**config.mk**
```make
export PLATFORM = sky130hd
export DESIGN_NAME = simple_merge_rr
export DESIGN_NICKNAME = d
export VERILOG_FILES = /design/src/rtl/merge_pkg.sv /design/src/rtl/rr_arbiter4.sv /design/src/rtl/simple_merge_rr.sv
export SDC_FILE = /design/constraint.sdc
export NUM_CORES = 1
export LEC_CHECK = 0
export ABC_AREA = 1
export BUFFER_PORTS_ARGS = -buffer_cell sky130_fd_sc_hd__buf_2
export CAP_MARGIN = 15
export CORE_MARGIN = 1.5
export CORE_UTILIZATION = 30
export CTS_CLUSTER_DIAMETER = 120
export CTS_CLUSTER_SIZE = 30
export DETAILED_ROUTE_END_ITERATION = 8
export HOLD_SLACK_MARGIN = 0.05
export PLACE_DENSITY = 0.61
export SLEW_MARGIN = 40
export SYNTH_ARGS = -nofsm -noshare
export SYNTH_HDL_FRONTEND = slang
export SYNTH_HIERARCHICAL = 1
export SYNTH_SLANG_ARGS = --single-unit
```
**constraint.sdc**
```tcl
create_clock -name clk -period 5.6 [get_ports clk]
set_clock_uncertainty 0.15 [all_clocks]
set_input_delay 0.28 -clock clk [delete_from_list [all_inputs] [get_ports clk]]
set_output_delay 0.28 -clock clk [all_outputs]
set_load 0.03 [all_outputs]
```
**src/rtl/merge_pkg.sv**
```systemverilog
// Shared types and constants for the 4-way round-robin merge.
// Latency: n/a (package only).
// Backpressure: n/a (package only).
//
// Contents:
//   NUM_PORTS   number of merged input streams
//   PORT_IDX_W  width of a port index / source tag
//   port_idx_t  encoded port index type
//   rr_next     wrapping "k ports after i" helper used by the arbiter search
package merge_pkg;

  localparam int NUM_PORTS  = 4;
  localparam int PORT_IDX_W = 2;

  typedef logic [PORT_IDX_W-1:0] port_idx_t;

  // Index k positions after i, wrapping modulo NUM_PORTS (a power of two,
  // so the wrap is just the natural truncation to PORT_IDX_W bits).
  function automatic port_idx_t rr_next(input port_idx_t i, input int unsigned k);
    port_idx_t step;
    step    = port_idx_t'(k);
    rr_next = port_idx_t'(i + step);
  endfunction

endpackage : merge_pkg

```
**src/rtl/rr_arbiter4.sv**
```systemverilog
// Combinational 4-way round-robin arbiter; the last-grant pointer lives in the parent.
// Latency: 0 cycles (pure combinational).
// Backpressure: no grant is issued while en_i is low.
//
// Ports:
//   req_i   per-port request vector
//   last_i  index of the most recently granted port
//   en_i    grant enable (output stage can accept a word)
//   gnt_o   one-hot grant, all-zero when nothing is granted
//   idx_o   encoded index of the winning requester (valid when vld_o=1)
//   vld_o   a grant is issued this cycle
module rr_arbiter4
  import merge_pkg::*;
(
  input  logic [NUM_PORTS-1:0] req_i,
  input  port_idx_t            last_i,
  input  logic                 en_i,
  output logic [NUM_PORTS-1:0] gnt_o,
  output port_idx_t            idx_o,
  output logic                 vld_o
);

  logic      found;
  port_idx_t pick;

  // Search starts one past the last winner and wraps; k=NUM_PORTS revisits
  // the last winner itself, so it only wins when it is the sole requester.
  always_comb begin
    found = 1'b0;
    pick  = '0;
    for (int k = 1; k <= NUM_PORTS; k++) begin
      if (!found && req_i[rr_next(last_i, k)]) begin
        found = 1'b1;
        pick  = rr_next(last_i, k);
      end
    end
  end

  assign vld_o = found & en_i;
  assign idx_o = pick;
  assign gnt_o = vld_o ? (NUM_PORTS'(1) << pick) : '0;

endmodule : rr_arbiter4

```
**src/rtl/simple_merge_rr.sv**
```systemverilog
// Merges four valid/ready streams into one, tagging each word with its source port.
// Latency: 1 cycle from input transfer to dout_valid; one word per cycle sustained.
// Backpressure: a held output (dout_valid & !dout_ready) blocks every input; all readies low in reset.
//
// Ports:
//   clk, reset                      clock, synchronous active-high reset
//   dinN, dinN_valid, dinN_ready    input stream N (N = 0..3)
//   dout, dout_addr                 registered merged word and its source port
//   dout_valid, dout_ready          output handshake
module simple_merge_rr
  import merge_pkg::*;
#(
  parameter int DATA_WIDTH = 32
) (
  input  logic                  clk,
  input  logic                  reset,

  input  logic [DATA_WIDTH-1:0] din0,
  input  logic                  din0_valid,
  output logic                  din0_ready,

  input  logic [DATA_WIDTH-1:0] din1,
  input  logic                  din1_valid,
  output logic                  din1_ready,

  input  logic [DATA_WIDTH-1:0] din2,
  input  logic                  din2_valid,
  output logic                  din2_ready,

  input  logic [DATA_WIDTH-1:0] din3,
  input  logic                  din3_valid,
  output logic                  din3_ready,

  output logic [DATA_WIDTH-1:0] dout,
  output logic [PORT_IDX_W-1:0] dout_addr,
  output logic                  dout_valid,
  input  logic                  dout_ready
);

  // Output stage and arbitration pointer.
  logic [DATA_WIDTH-1:0] dout_q, dout_d;
  port_idx_t             addr_q, addr_d;
  logic                  vld_q, vld_d;
  port_idx_t             last_q, last_d;

  logic [NUM_PORTS-1:0]  req;
  logic [NUM_PORTS-1:0]  gnt;
  port_idx_t             gnt_idx;
  logic                  load;
  logic                  can_load;
  logic [DATA_WIDTH-1:0] sel_dat;

  assign req = {din3_valid, din2_valid, din1_valid, din0_valid};

  // Register is free when empty or being drained this cycle, which allows
  // drain and refill on the same edge. Reset suppresses all acceptance so no
  // input word is consumed by an edge that also clears the output.
  assign can_load = !vld_q || dout_ready;

  rr_arbiter4 u_arb (
    .req_i  (req),
    .last_i (last_q),
    .en_i   (can_load & !reset),
    .gnt_o  (gnt),
    .idx_o  (gnt_idx),
    .vld_o  (load)
  );

  assign din0_ready = gnt[0];
  assign din1_ready = gnt[1];
  assign din2_ready = gnt[2];
  assign din3_ready = gnt[3];

  always_comb begin
    sel_dat = din0;
    unique case (gnt_idx)
      2'd0: sel_dat = din0;
      2'd1: sel_dat = din1;
      2'd2: sel_dat = din2;
      2'd3: sel_dat = din3;
      default: sel_dat = din0;
    endcase
  end

  // Pointer only advances on an actual transfer; an idle or stalled cycle
  // leaves priority where it was. On a drain with no refill the data and tag
  // keep their stale value, only the valid drops.
  always_comb begin
    dout_d = dout_q;
    addr_d = addr_q;
    vld_d  = vld_q;
    last_d = last_q;
    if (load) begin
      dout_d = sel_dat;
      addr_d = gnt_idx;
      vld_d  = 1'b1;
      last_d = gnt_idx;
    end else if (dout_ready) begin
      vld_d  = 1'b0;
    end
  end

  // Pointer resets to the last port so port 0 is searched first.
  always_ff @(posedge clk) begin
    if (reset) begin
      dout_q <= '0;
      addr_q <= '0;
      vld_q  <= 1'b0;
      last_q <= port_idx_t'(NUM_PORTS - 1);
    end else begin
      dout_q <= dout_d;
      addr_q <= addr_d;
      vld_q  <= vld_d;
      last_q <= last_d;
    end
  end

  assign dout       = dout_q;
  assign dout_addr  = addr_q;
  assign dout_valid = vld_q;

endmodule : simple_merge_rr

```
### Yosys cells after proc, flatten, opt, wreduce, memory -nomap -nowiden

Cells that the tools add are included.

| operators by class | value |
|---|---|
| reduce and logical (&&, ||, !) cells | 11 |
| add/sub/neg operators | 3 |
| equal/unequal tests | 3 |
| order comparisons | 4 |
| shift-type cells | 1 |
| mux-type cells | 20 |
| bitwise gates (word level) | 2 |

Operator list:

| operator | number |
|---|---|
| 32-bit one-hot mux with 4 select lines | 1 |
| 2-bit by 3-bit < comparator with 1-bit output, second input constant | 4 |
| 1-bit two-way mux | 10 |
| 1-bit binary-select mux with 2-bit select | 4 |
| 2-bit two-way mux | 4 |
| 1-bit logical NOT | 5 |
| 2-bit adder, second input constant | 2 |
| 2-bit == test, second input constant | 2 |
| 4-bit two-way mux | 1 |
| 1-bit by 2-bit << shifter with 4-bit output, first input constant | 1 |
| 1-bit logical AND | 3 |
| 2-bit by 1-bit adder with 2-bit output, second input constant | 1 |
| 1-bit AND | 2 |
| 2-bit by 1-bit == test with 1-bit output, second input constant | 1 |
| 2-bit logical NOT | 1 |
| 2-bit nonzero test | 1 |
| 1-bit logical OR | 1 |

| word-level totals | value |
|---|---|
| bits in registers | 37 |
| output and inout bits | 39 |
| input port bits | 135 |
| logic and storage cells | 48 |

### Longest topological paths before layout

Gate-level depths: netlist of run 1.

| logic depth | value |
|---|---|
| word-level depth | 15 |
| mapped depth | 19 |

### Cells and area by module

Netlist of run 1, hierarchy kept.

Modules (own cells, without submodules):

| module | cells each | times used | area an instance (um^2) |
|---|---|---|---|
| simple_merge_rr | 376 | 1 | 2367.3 |
| rr_arbiter4 | 76 | 1 | 405.4 |

### Worst setup path before layout of run 1

Ideal clock, no wire load.

| timing | value |
|---|---|
| kind | register -> register |
| start point | register last_q[1] |
| end point | register dout_q[10] (netlist: dout[10]) |
| library setup time | 132 ps |
| clock period less this slack | 2144 ps |
| path slack | 3456 ps |
| cell stages (with the launch flop) | 17 |
| arrival | 1862 ps |
| cells stage by stage | dfxtp_1 -> inv_2 -> nand2_2 -> nand2_4 -> nand2_4 -> nand2_4 -> nor2_8 -> nand2_2 -> nor2_2 -> nand2_1 -> nand3_2 -> buf_4 -> clkbuf_1 -> o21bai_1 -> nand3_1 -> nand2_1 -> a21oi_1 |

| on the way | value |
|---|---|
| word-level cells in the longest chain between the ends | 15 |

RTL lines:

| element | line | source |
|---|---|---|
| start, declared | simple_merge_rr.sv:44 | `port_idx_t last_q, last_d;` |
| start signal, assigned | simple_merge_rr.sv:109 | `last_q <= port_idx_t'(NUM_PORTS - 1);` |
| start signal, assigned | simple_merge_rr.sv:114 | `last_q <= last_d;` |
| 2-bit by 1-bit adder with 2-bit output | merge_pkg.sv:22 | `rr_next = port_idx_t'(i + step);` |
| 1-bit binary-select mux with 2-bit select | rr_arbiter4.sv:32 | `if (!found && req_i[rr_next(last_i, k)]) begin` |
| 1-bit two-way mux (not written as such) | rr_arbiter4.sv:32 |  |
| 1-bit two-way mux | rr_arbiter4.sv:32 |  |
| 1-bit logical NOT | rr_arbiter4.sv:32 |  |
| 1-bit logical AND | rr_arbiter4.sv:32 |  |
| 1-bit two-way mux | rr_arbiter4.sv:32 |  |
| 1-bit logical NOT | rr_arbiter4.sv:32 |  |
| 1-bit logical AND | rr_arbiter4.sv:32 |  |
| 1-bit two-way mux | rr_arbiter4.sv:32 |  |
| 1-bit logical NOT | rr_arbiter4.sv:32 |  |
| 1-bit logical AND | rr_arbiter4.sv:32 |  |
| 2-bit two-way mux (*) | rr_arbiter4.sv:32 |  |
| net gnt_idx[1] | simple_merge_rr.sv:48 | `port_idx_t gnt_idx;` |
| 2-bit == test, or another cell as far along | simple_merge_rr.sv:76 | `unique case (gnt_idx)` |
| 32-bit one-hot mux with 4 select lines (*) | simple_merge_rr.sv:76 |  |
| end signal, assigned | simple_merge_rr.sv:111 | `dout_q <= dout_d;` |
| end, declared | simple_merge_rr.sv:41 | `logic [DATA_WIDTH-1:0] dout_q, dout_d;` |

The timed path passes the listed nets; every way through them passes the cells marked *. The select of a mux whose other input is x is not followed.
A chain may end at the register's enable or synchronous reset.

### Worst setup path after layout of run 1

| timing | value |
|---|---|
| start point | register last_q[0] |
| end point | register dout_q[24] (netlist: dout[24]) |

Same word-level chain as after synthesis.

==> results_dict.tcl, run 1 <==
set metrics [dict create \
    fin_hold_ws_ps 112 \
    ys_ff_latch 37 \
    syn_inst 452 \
    worst_pin_slew_ps 625 \
    cts_resized 0 \
    grtUsageMet1_pct 20.8 \
    status "finished clean" \
    num_vias 3375 \
    firstDrtPassIters 6 \
    leakagePower_nw 2.01 \
    r2r-start "last_q[0]$_SDFFE_PP1P_" \
    critPathMaxFanout 28 \
    yosys-top-cells-area "dfxtp_1 27%, nand2_1 19%, nand3_1 13%" \
    worstSetupPathType "register to register" \
    cp-start-kind "register" \
    fmax_mhz 299 \
    clockBufferDepth 2 \
    synthToLayoutAreaGrowth_pct 34.0 \
    routedWlPerCell_um 12.8 \
    busiest_layer "met2" \
    synth_common_cells "137 x nand2_1, 71 x nand3_1, 63 x a21oi_1" \
    postCtsHoldBufs 0 \
    gr-total-overflow 0 \
    synth_top_cell_area_share_pct 26.7 \
    stdcell_count 711 \
    antenna_found_initial 0 \
    synth_flop_cell "dfxtp_1" \
    grt_usage_pct 18.1 \
    cp.arrival_ps 3350 \
    numCtsBuffers 5 \
    grtUsageMet2_pct 32.8 \
    relSlewSlack_pct 58.4 \
    rows 34 \
    syn_area_sq_um 2770 \
    drive_gt1_share_pct 34.7 \
    met3_usage_pct 5.34 \
    io_buffers 173 \
    min_path_type "input pin to register" \
    gp_congestion 0.806 \
    drt_iter0_drc 113 \
    die_h_um 99.1 \
    synth_seq_area_share_pct 26.7 \
    die_area_sq_um 9830 \
    period_needed_ps 3350 \
    finalWirelength_um 9090 \
    clockRootBuffer "clkbuf_8" \
    setup_viol 0 \
    io_pins 174 \
    die_w_um 99.1 \
    avgSynthCellArea_sq_um 6.13 \
    yosysTopAreaCell "dfxtp_1" \
    fillCellCount 994 \
    dp.cells 703 \
    synth_edf_count 0 \
    dp_hpwl_um 7000 \
    min_period_over_period_pct 59.8 \
    cp_data_required_time_ps 5600 \
    ir_drop_mv 0.197 \
    core_sq_um 8850 \
    hold_violations 0 \
    sequential_cell_area_sq_um 741 \
    endpoint_kind "register" \
    multi_input_area_sq_um 1670 \
    postCtsSetupRepairBufs 0 \
    synth_compound_area_share_pct 21.6 \
    drcViolationCount 0 \
    clock-sinks 37 \
    power_density_nw_per_um2 561 \
    synth_top_family_by_area "simple AND/OR/NAND/NOR gates" \
    viasPerCell 4.75 \
    grt_max_degree 58 \
    num_antenna_cells 0 \
    crit_path_start "last_q[0]$_SDFFE_PP1P_" \
    antenna_left 0 \
    slew_viol_final 0 \
    finalNetCount 737 \
    grt_pass1_wl_um 14400 \
    holdCritStartpoint "dout_ready" \
    clk_pin_slew_worst_paths_ps 80 \
    yosys.area_share.simple_pct 38.3 \
    setup_tns_ps 0 \
    grt_pass1_vias 3115 \
    rsz0062_at_grt "false" \
    synth_xor_area_share_pct 0 \
    cts-htree-levels 2 \
    synth_fa_ha_area_share_pct 0 \
    clock_latency_ps 290 \
    synthDistinctLibCells 21 \
    yosysWarnings 6 \
    synthMuxAreaShare_pct 0 \
    yosysMostFrequentCell "nand2_1" \
    synth-async-reset-ratio_pct 0 \
    initial_utilization_pct 31.3 \
    cts_tree "built" \
    synth_fp_nets 587 \
    cap_viol_max_count 0 \
]
## kinds of logic after synthesis
kind of cell | count (synthesis)
AND/OR/NAND/NOR | 233
AO/OA/AOI/OAI | 103
flip-flops | 37
buffers and inverters | 79
## critical path, stage by stage (launching register included)
cell	delay, ps
dfxtp_1	570
inv_2	170
nand2_1	90
nand2_1	100
nand2_4	110
nand2_4	90
nor2_2	110
nand2_1	60
nand2_1	80
nand3_2	440
nor2_2	650
buf_4	350
a21oi_1	100
nand2_1	100
a21oi_1	60
## path summary, 6_finish.rpt
| kind | end | slack (ps) | cells after the start |
|---|---|---|---|
| setup / recovery | dout[24]$_SDFFE_PP0P_ | 2250 | 14 |
| setup reg to reg | dout[24]$_SDFFE_PP0P_ | 2250 | 14 |
| hold reg to reg | dout[20]$_SDFFE_PP0P_ | 310 | 2 |
| hold / removal | dout_valid$_SDFFE_PP0P_ | 110 | 4 |
## power by group
part,switching [mW],leakage [nW],internal (mW),total (mW)
Combinational,0.970,1.64,0.464,1.43
Sequential,0.0559,0.305,0.355,0.411
Clock,0.0944,0.0585,0.145,0.240
Total,1.12,2.01,0.965,2.09
## per-layer routing
| metal | share of wire (%) | routed length, um |
|---|---|---|
| met5 | 0 | 0 |
| met2 | 49 | 4450 |
| met1 | 41 | 3770 |
| met3 | 8.1 | 738 |
| met4 | 1.4 | 126 |
## layout by cell type, fill, tap and decap left out, types with 2 or more instances in the layout
| cell type | count |
|---|---|
| nand2_2 | 7 |
| dfxtp_1 | 37 |
| nand3_2 | 2 |
| nor2_2 | 3 |
| o21ai_0 | 6 |
| inv_2 | 8 |
| buf_2 | 173 |
| a21oi_1 | 63 |
| nand3_1 | 71 |
| nor2_1 | 6 |
| clkbuf_8 | 6 |
| nand2_1 | 137 |
| o21bai_1 | 32 |
| nand2_4 | 4 |
| inv_1 | 39 |
## flip-flops by register name, summed over array words and instances, names as in the netlist
| name | count |
|---|---|
| dout_valid | 1 |
| last_q | 2 |
| dout_addr | 2 |
| dout | 32 |
## area by class of cell
class	count	share of cell area, %
repair buffers	174	23.5
flip-flops and latches	37	19.9
inverters	48	4.92
well taps	108	3.64
multi-input cells	336	44.9
clock buffers	7	2.32
clock inverters	1	0.808
## per-stage QoR
stage	cell area, sq um	utilization (%)	power (mW)	worst slack [ps]
6_report	3720	42.0	2.09	2250
2_1_floorplan	2770	-	1.59	3460
4_1_cts	3710	41.9	2.10	1880
3_5_place_dp	3590	40.6	1.86	1870
5_1_grt	3720	42.0	2.28	1910
3_3_place_gp	3590	40.6	1.83	2020
No activity file was read; power rests on OpenSTA's default activity.
==> run 2, diff against run 1 <==
==> constraint.sdc (replaced) <==
create_clock -name clk -period 3.1 [get_ports clk]
set_clock_uncertainty 0.15 [all_clocks]
set_input_delay 0.155 -clock clk [delete_from_list [all_inputs] [get_ports clk]]
set_output_delay 0.155 -clock clk [all_outputs]
set_load 0.03 [all_outputs]
==> run 2 against run 1 <==
Combinational power is 90% higher. Clock-buffer cell count stayed put. Critical endpoint is now din1_ready. Wire length grew 4.3%. Via count is 4.3% higher. Sequential power increased by 80%.
==> results_dict.tcl, run 2 (synthesis gave the netlist of run 1 again) <==
set metrics [dict create \
    status "finished clean" \
    final_common_cell "buf_2" \
    viasPerCell 4.85 \
    max_stage_delay_ps 570 \
    reg2regPathDepth 16 \
    holdCritStartpoint "din0[18]" \
    grt_usage_pct 18.9 \
    grt_pass1_wl_um 15100 \
    r2r-start "last_q[0]$_SDFFE_PP1P_" \
    period_needed_ps 2790 \
    die_h_um 99.1 \
    met3_usage_pct 5.55 \
    cts-htree-levels 2 \
    grt_max_degree 39 \
    numCtsBuffers 5 \
    clockBufferDepth 2 \
    largest_reg_flops 32 \
    reg2reg_slack_ps 380 \
    leakagePower_nw 2.07 \
    postCtsSetupRepairBufs 0 \
    drive_gt1_share_pct 35.6 \
    slew_viol_final 0 \
    fmax_mhz 358 \
    min_period_over_period_pct 90.1 \
    grt_pass1_vias 3293 \
    routedWlPerCell_um 13.1 \
    io_pins 174 \
    die_w_um 99.1 \
    rows 34 \
    reg2reg_to "dout[5]$_SDFFE_PP0P_" \
    firstDrtPassIters 4 \
    grtUsageMet1_pct 22.1 \
    synthToLayoutAreaGrowth_pct 38.2 \
    io_buffers 173 \
    setup_viol 0 \
    hold_violations 0 \
    power_density_nw_per_um2 1000 \
    drt_iter0_drc 121 \
    antenna_found_initial 0 \
    grtUsageMet2_pct 33.9 \
    core_sq_um 8850 \
    crit_chain "inv_2 -> nand2_1 -> nand2_1 -> nand2_4 -> nand2_4 -> nor2_8 -> nand4_2 -> nand3_2 -> buf_4 -> nand2_2 -> nor2_1 -> buf_2" \
    endpoint_kind "output port" \
    worstPathBufferInverterCount 3 \
    gp_congestion 0.823 \
    initial_utilization_pct 31.3 \
    clockRootBuffer "clkbuf_8" \
    clock-sinks 37 \
    hold_depth 5 \
    cp_data_required_time_ps 2790 \
    final_cell_mix "173 x buf_2, 137 x nand2_1, 71 x nand3_1" \
    min_path_type "input pin to register" \
    worst_pin_slew_ps 444 \
    cap_viol_max_count 0 \
    critPathMaxFanout 13 \
    finalWirelength_um 9480 \
    setup_tns_ps 0 \
    clock_latency_ps 290 \
    die_area_sq_um 9830 \
    num_antenna_cells 0 \
    cpLargestDelayFamily "simple AND/OR/NAND/NOR gates" \
    cp.arrival_ps 2490 \
    clk_pin_slew_worst_paths_ps 80 \
    hold_path_end "dout[18]$_SDFFE_PP0P_" \
    num_vias 3520 \
    dp_hpwl_um 7270 \
    relSlewSlack_pct 70.3 \
    busiest_layer "met2" \
    layout_setup_ws_ps 307 \
    rsz0062_at_grt "false" \
    finalNetCount 752 \
    ir_drop_mv 0.375 \
    antenna_left 0 \
    worstSetupPathType "register to output port" \
    cp-start-kind "register" \
    cts_tree "built" \
    drcViolationCount 0 \
    slowest_stage "dfxtp_1" \
    dp_worst_setup_slack_ps 268 \
    gr-total-overflow 0 \
]
run 2: through the flow:
step	utilization [%]	hold slack [ps]	total power [mW]	cells	area, sq um
after detailed placement	41.6	302	3.46	713	3680
after global placement	41.6	289	3.42	713	3680
after floorplan	-	176	2.88	452	2770
after CTS	43.3	50.4	3.85	726	3830
final	43.3	55.0	3.83	726	3830
after global routing	43.3	55.8	4.19	726	3830
run 2: worst min-delay path: cells and delay by family:
kind	cells	cell delay (ps)
buffers and inverters	2	130
and+or+nand+nor	1	60
AOI/OAI and AO/OA	2	110
run 2: timing repair:
item                                    CTS  global route
gates resized for setup                   0             2
endpoints found under the hold margin     5             0
endpoints found under the setup margin    0             8
hold buffers                              5             0
run 2: per-layer routing:
| metal | share of wire, % | vias up |
|---|---|---|
| met3 | 7.5 | 14 |
| met5 | 0 | - |
| met2 | 49 | 131 |
| met4 | 1.3 | 0 |
| met1 | 42 | 1580 |
| li1 | - | 1795 |
run 2: area by class of cell:
type	count	area [sq um]
fillers	975	5020
multi-input cells	336	1660
repair buffers	189	1010
flip-flops and latches	37	741
inverters	48	183
well taps	108	135
clock buffers	7	96.3
clock inverters	1	5.00
run 2: worst max path at each step:
stage                                       from                    end  slack [ps]  cells after the start
after floorplan           last_q[1]$_SDFFE_PP1P_  dout[10]$_SDFFE_PP0P_         960                     16
after global placement    last_q[0]$_SDFFE_PP1P_  dout[24]$_SDFFE_PP0P_         450                     16
after detailed placement  last_q[0]$_SDFFE_PP1P_   dout[5]$_SDFFE_PP0P_         270                     16
after CTS                 last_q[0]$_SDFFE_PP1P_   dout[5]$_SDFFE_PP0P_         250                     16
after global routing      last_q[0]$_SDFFE_PP1P_  dout[24]$_SDFFE_PP0P_          30                     15
final                     last_q[0]$_SDFFE_PP1P_             din1_ready         310                     12
run 2: power by group:
| group | switching (mW) | leakage [nW] | internal, mW |
|---|---|---|---|
| Clock | 0.178 | 0.0542 | 0.201 |
| Combinational | 1.78 | 1.71 | 0.934 |
| Sequential | 0.0985 | 0.305 | 0.641 |
==> run 3, diff against run 2 <==
--- a/config.mk
+++ b/config.mk
@@ -13,6 +13,7 @@
 export CTS_CLUSTER_DIAMETER = 120
 export CTS_CLUSTER_SIZE = 30
 export DETAILED_ROUTE_END_ITERATION = 8
+export GPL_TIMING_DRIVEN = 0
 export HOLD_SLACK_MARGIN = 0.05
 export PLACE_DENSITY = 0.61
 export SLEW_MARGIN = 40
==> run 3 against run 2 <==
Global-route usage grew 1.8 points. Hold slack gained 10 ps. Final area grew 3.1%. Power grew 7.8%. Critical endpoint is now dout[20]$_SDFFE_PP0P_. Die area is the same. Combinational power grew 9.2%. Wire length grew 10%. Highest routed layer unchanged. Non-clock buffer count grew 21. Clock power grew 15%. Register-to-register slack gained 80 ps.
==> results_dict.tcl, run 3 (synthesis gave the netlist of run 1 again) <==
set metrics [dict create \
    num_vias 3618 \
    final_common_cell "buf_2" \
    die_w_um 99.1 \
    period_needed_ps 2640 \
    hold_violations 0 \
    viasPerCell 4.84 \
    drcViolationCount 0 \
    setup_tns_ps 0 \
    num_antenna_cells 0 \
    largest_reg_flops 32 \
    rows 34 \
    leakagePower_nw 2.14 \
    finalNetCount 773 \
    fmax_mhz 379 \
    setup_viol 0 \
    slowest_stage "dfxtp_1" \
    critPathMaxFanout 10 \
    die_area_sq_um 9830 \
    synthToLayoutAreaGrowth_pct 42.5 \
    endpoint_kind "register" \
    slew_viol_final 0 \
    io_buffers 173 \
    post-route-cell-area_sq_um 3950 \
    rsz0062_at_grt "false" \
    final_cell_mix "185 x buf_2, 137 x nand2_1, 71 x nand3_1" \
    initial_utilization_pct 31.3 \
    drt_iter0_drc 132 \
    cp_data_required_time_ps 3100 \
    worstSetupPathType "register to register" \
    gr-total-overflow 0 \
    antenna_found_initial 0 \
    cp.arrival_ps 2650 \
    worst_pin_slew_ps 581 \
    fin_total_pwr_mw 4.13 \
    cts_tree "built" \
    finalWirelength_um 10400 \
    status "finished clean" \
    cp-start-kind "register" \
    clockRootBuffer "clkbuf_8" \
    grt_usage_pct 20.7 \
    antenna_left 0 \
    fin_hold_ws_ps 65.3 \
    cts_resized 0 \
    postCtsSetupRepairBufs 0 \
    cts-htree-levels 2 \
    grt_pass1_vias 3425 \
    grt_pass1_wl_um 16000 \
    numCtsBuffers 5 \
    min_path_type "input pin to register" \
    dpl_cell_area_sq_um 3770 \
    clockBufferDepth 2 \
    core_sq_um 8850 \
    crit_top_cell "nand2_1" \
    relSlewSlack_pct 61.3 \
    gp_congestion 0.861 \
    routedWlPerCell_um 14.0 \
    drive_gt1_share_pct 35.8 \
    postCtsHoldBufs 6 \
    clk_pin_slew_worst_paths_ps 80 \
    ir_drop_mv 0.627 \
    power_density_nw_per_um2 1040 \
    max_stage_delay_ps 500 \
    die_h_um 99.1 \
    crit_chain "inv_2 -> nand2_1 -> nand2_2 -> nand2_4 -> nand2_4 -> nor2_8 -> nand2_2 -> nor2_2 -> nand2_1 -> nand3_2 -> buf_4 -> clkbuf_1 -> o21bai_1 -> nand3_1 -> nand2_1 -> a21oi_1" \
    io_pins 174 \
    clock_latency_ps 280 \
    min_period_over_period_pct 85.2 \
    clock-sinks 37 \
    dp_hpwl_um 8450 \
    grt_max_degree 12 \
    firstDrtPassIters 4 \
    cap_viol_max_count 0 \
]
[run 3: final cells by class]
class / instances / area (sq um)
clock inverter: 1 / 30.0
buffer: 31 / 191
multi-input combinational: 336 / 1660
fill: 977 / 4900
tap: 108 / 135
timing repair buffer: 179 / 926
clock buffer: 7 / 86.3
inverter: 48 / 180
sequential: 37 / 741
[run 3: worst max-delay path, delay by kind of cell (launching register included)]
family	cells	cell delay, ps
AOI/OAI and AO/OA	2	220
and+or+nand+nor	11	1000
buffers and inverters	3	640
DFF	1	500
[run 3: final timing paths]
kind	startpoint	to	depth (start not counted)	slack (ps)
max	last_q[1]$_SDFFE_PP1P_	dout[20]$_SDFFE_PP0P_	16	460
min	din0[18]	dout[18]$_SDFFE_PP0P_	5	70
max reg2reg	last_q[1]$_SDFFE_PP1P_	dout[20]$_SDFFE_PP0P_	16	460
min reg2reg	dout[10]$_SDFFE_PP0P_	dout[10]$_SDFFE_PP0P_	2	320
[run 3: power by group]
group          total (mW)  internal (mW)  switching, mW
registers           0.736          0.642         0.0943
logic                2.96           1.04           1.92
clock network       0.434          0.262          0.172
total                4.13           1.95           2.18
[run 3: routing by layer]
layer	track usage, %	share of wire, %
met3	5.13	6.6
met4	5.20	1.7
met1	24.2	42
met5	0	0
met2	38.0	50
[run 3: stage by stage]
stage / worst slack, ps / util (%) / cells
after floorplan: 956 / - / 452
after global placement: 561 / 42.6 / 733
after detailed placement: 501 / 42.6 / 733
after CTS: 493 / 44.6 / 747
after global routing: 287 / 44.6 / 747
final: 458 / 44.6 / 747
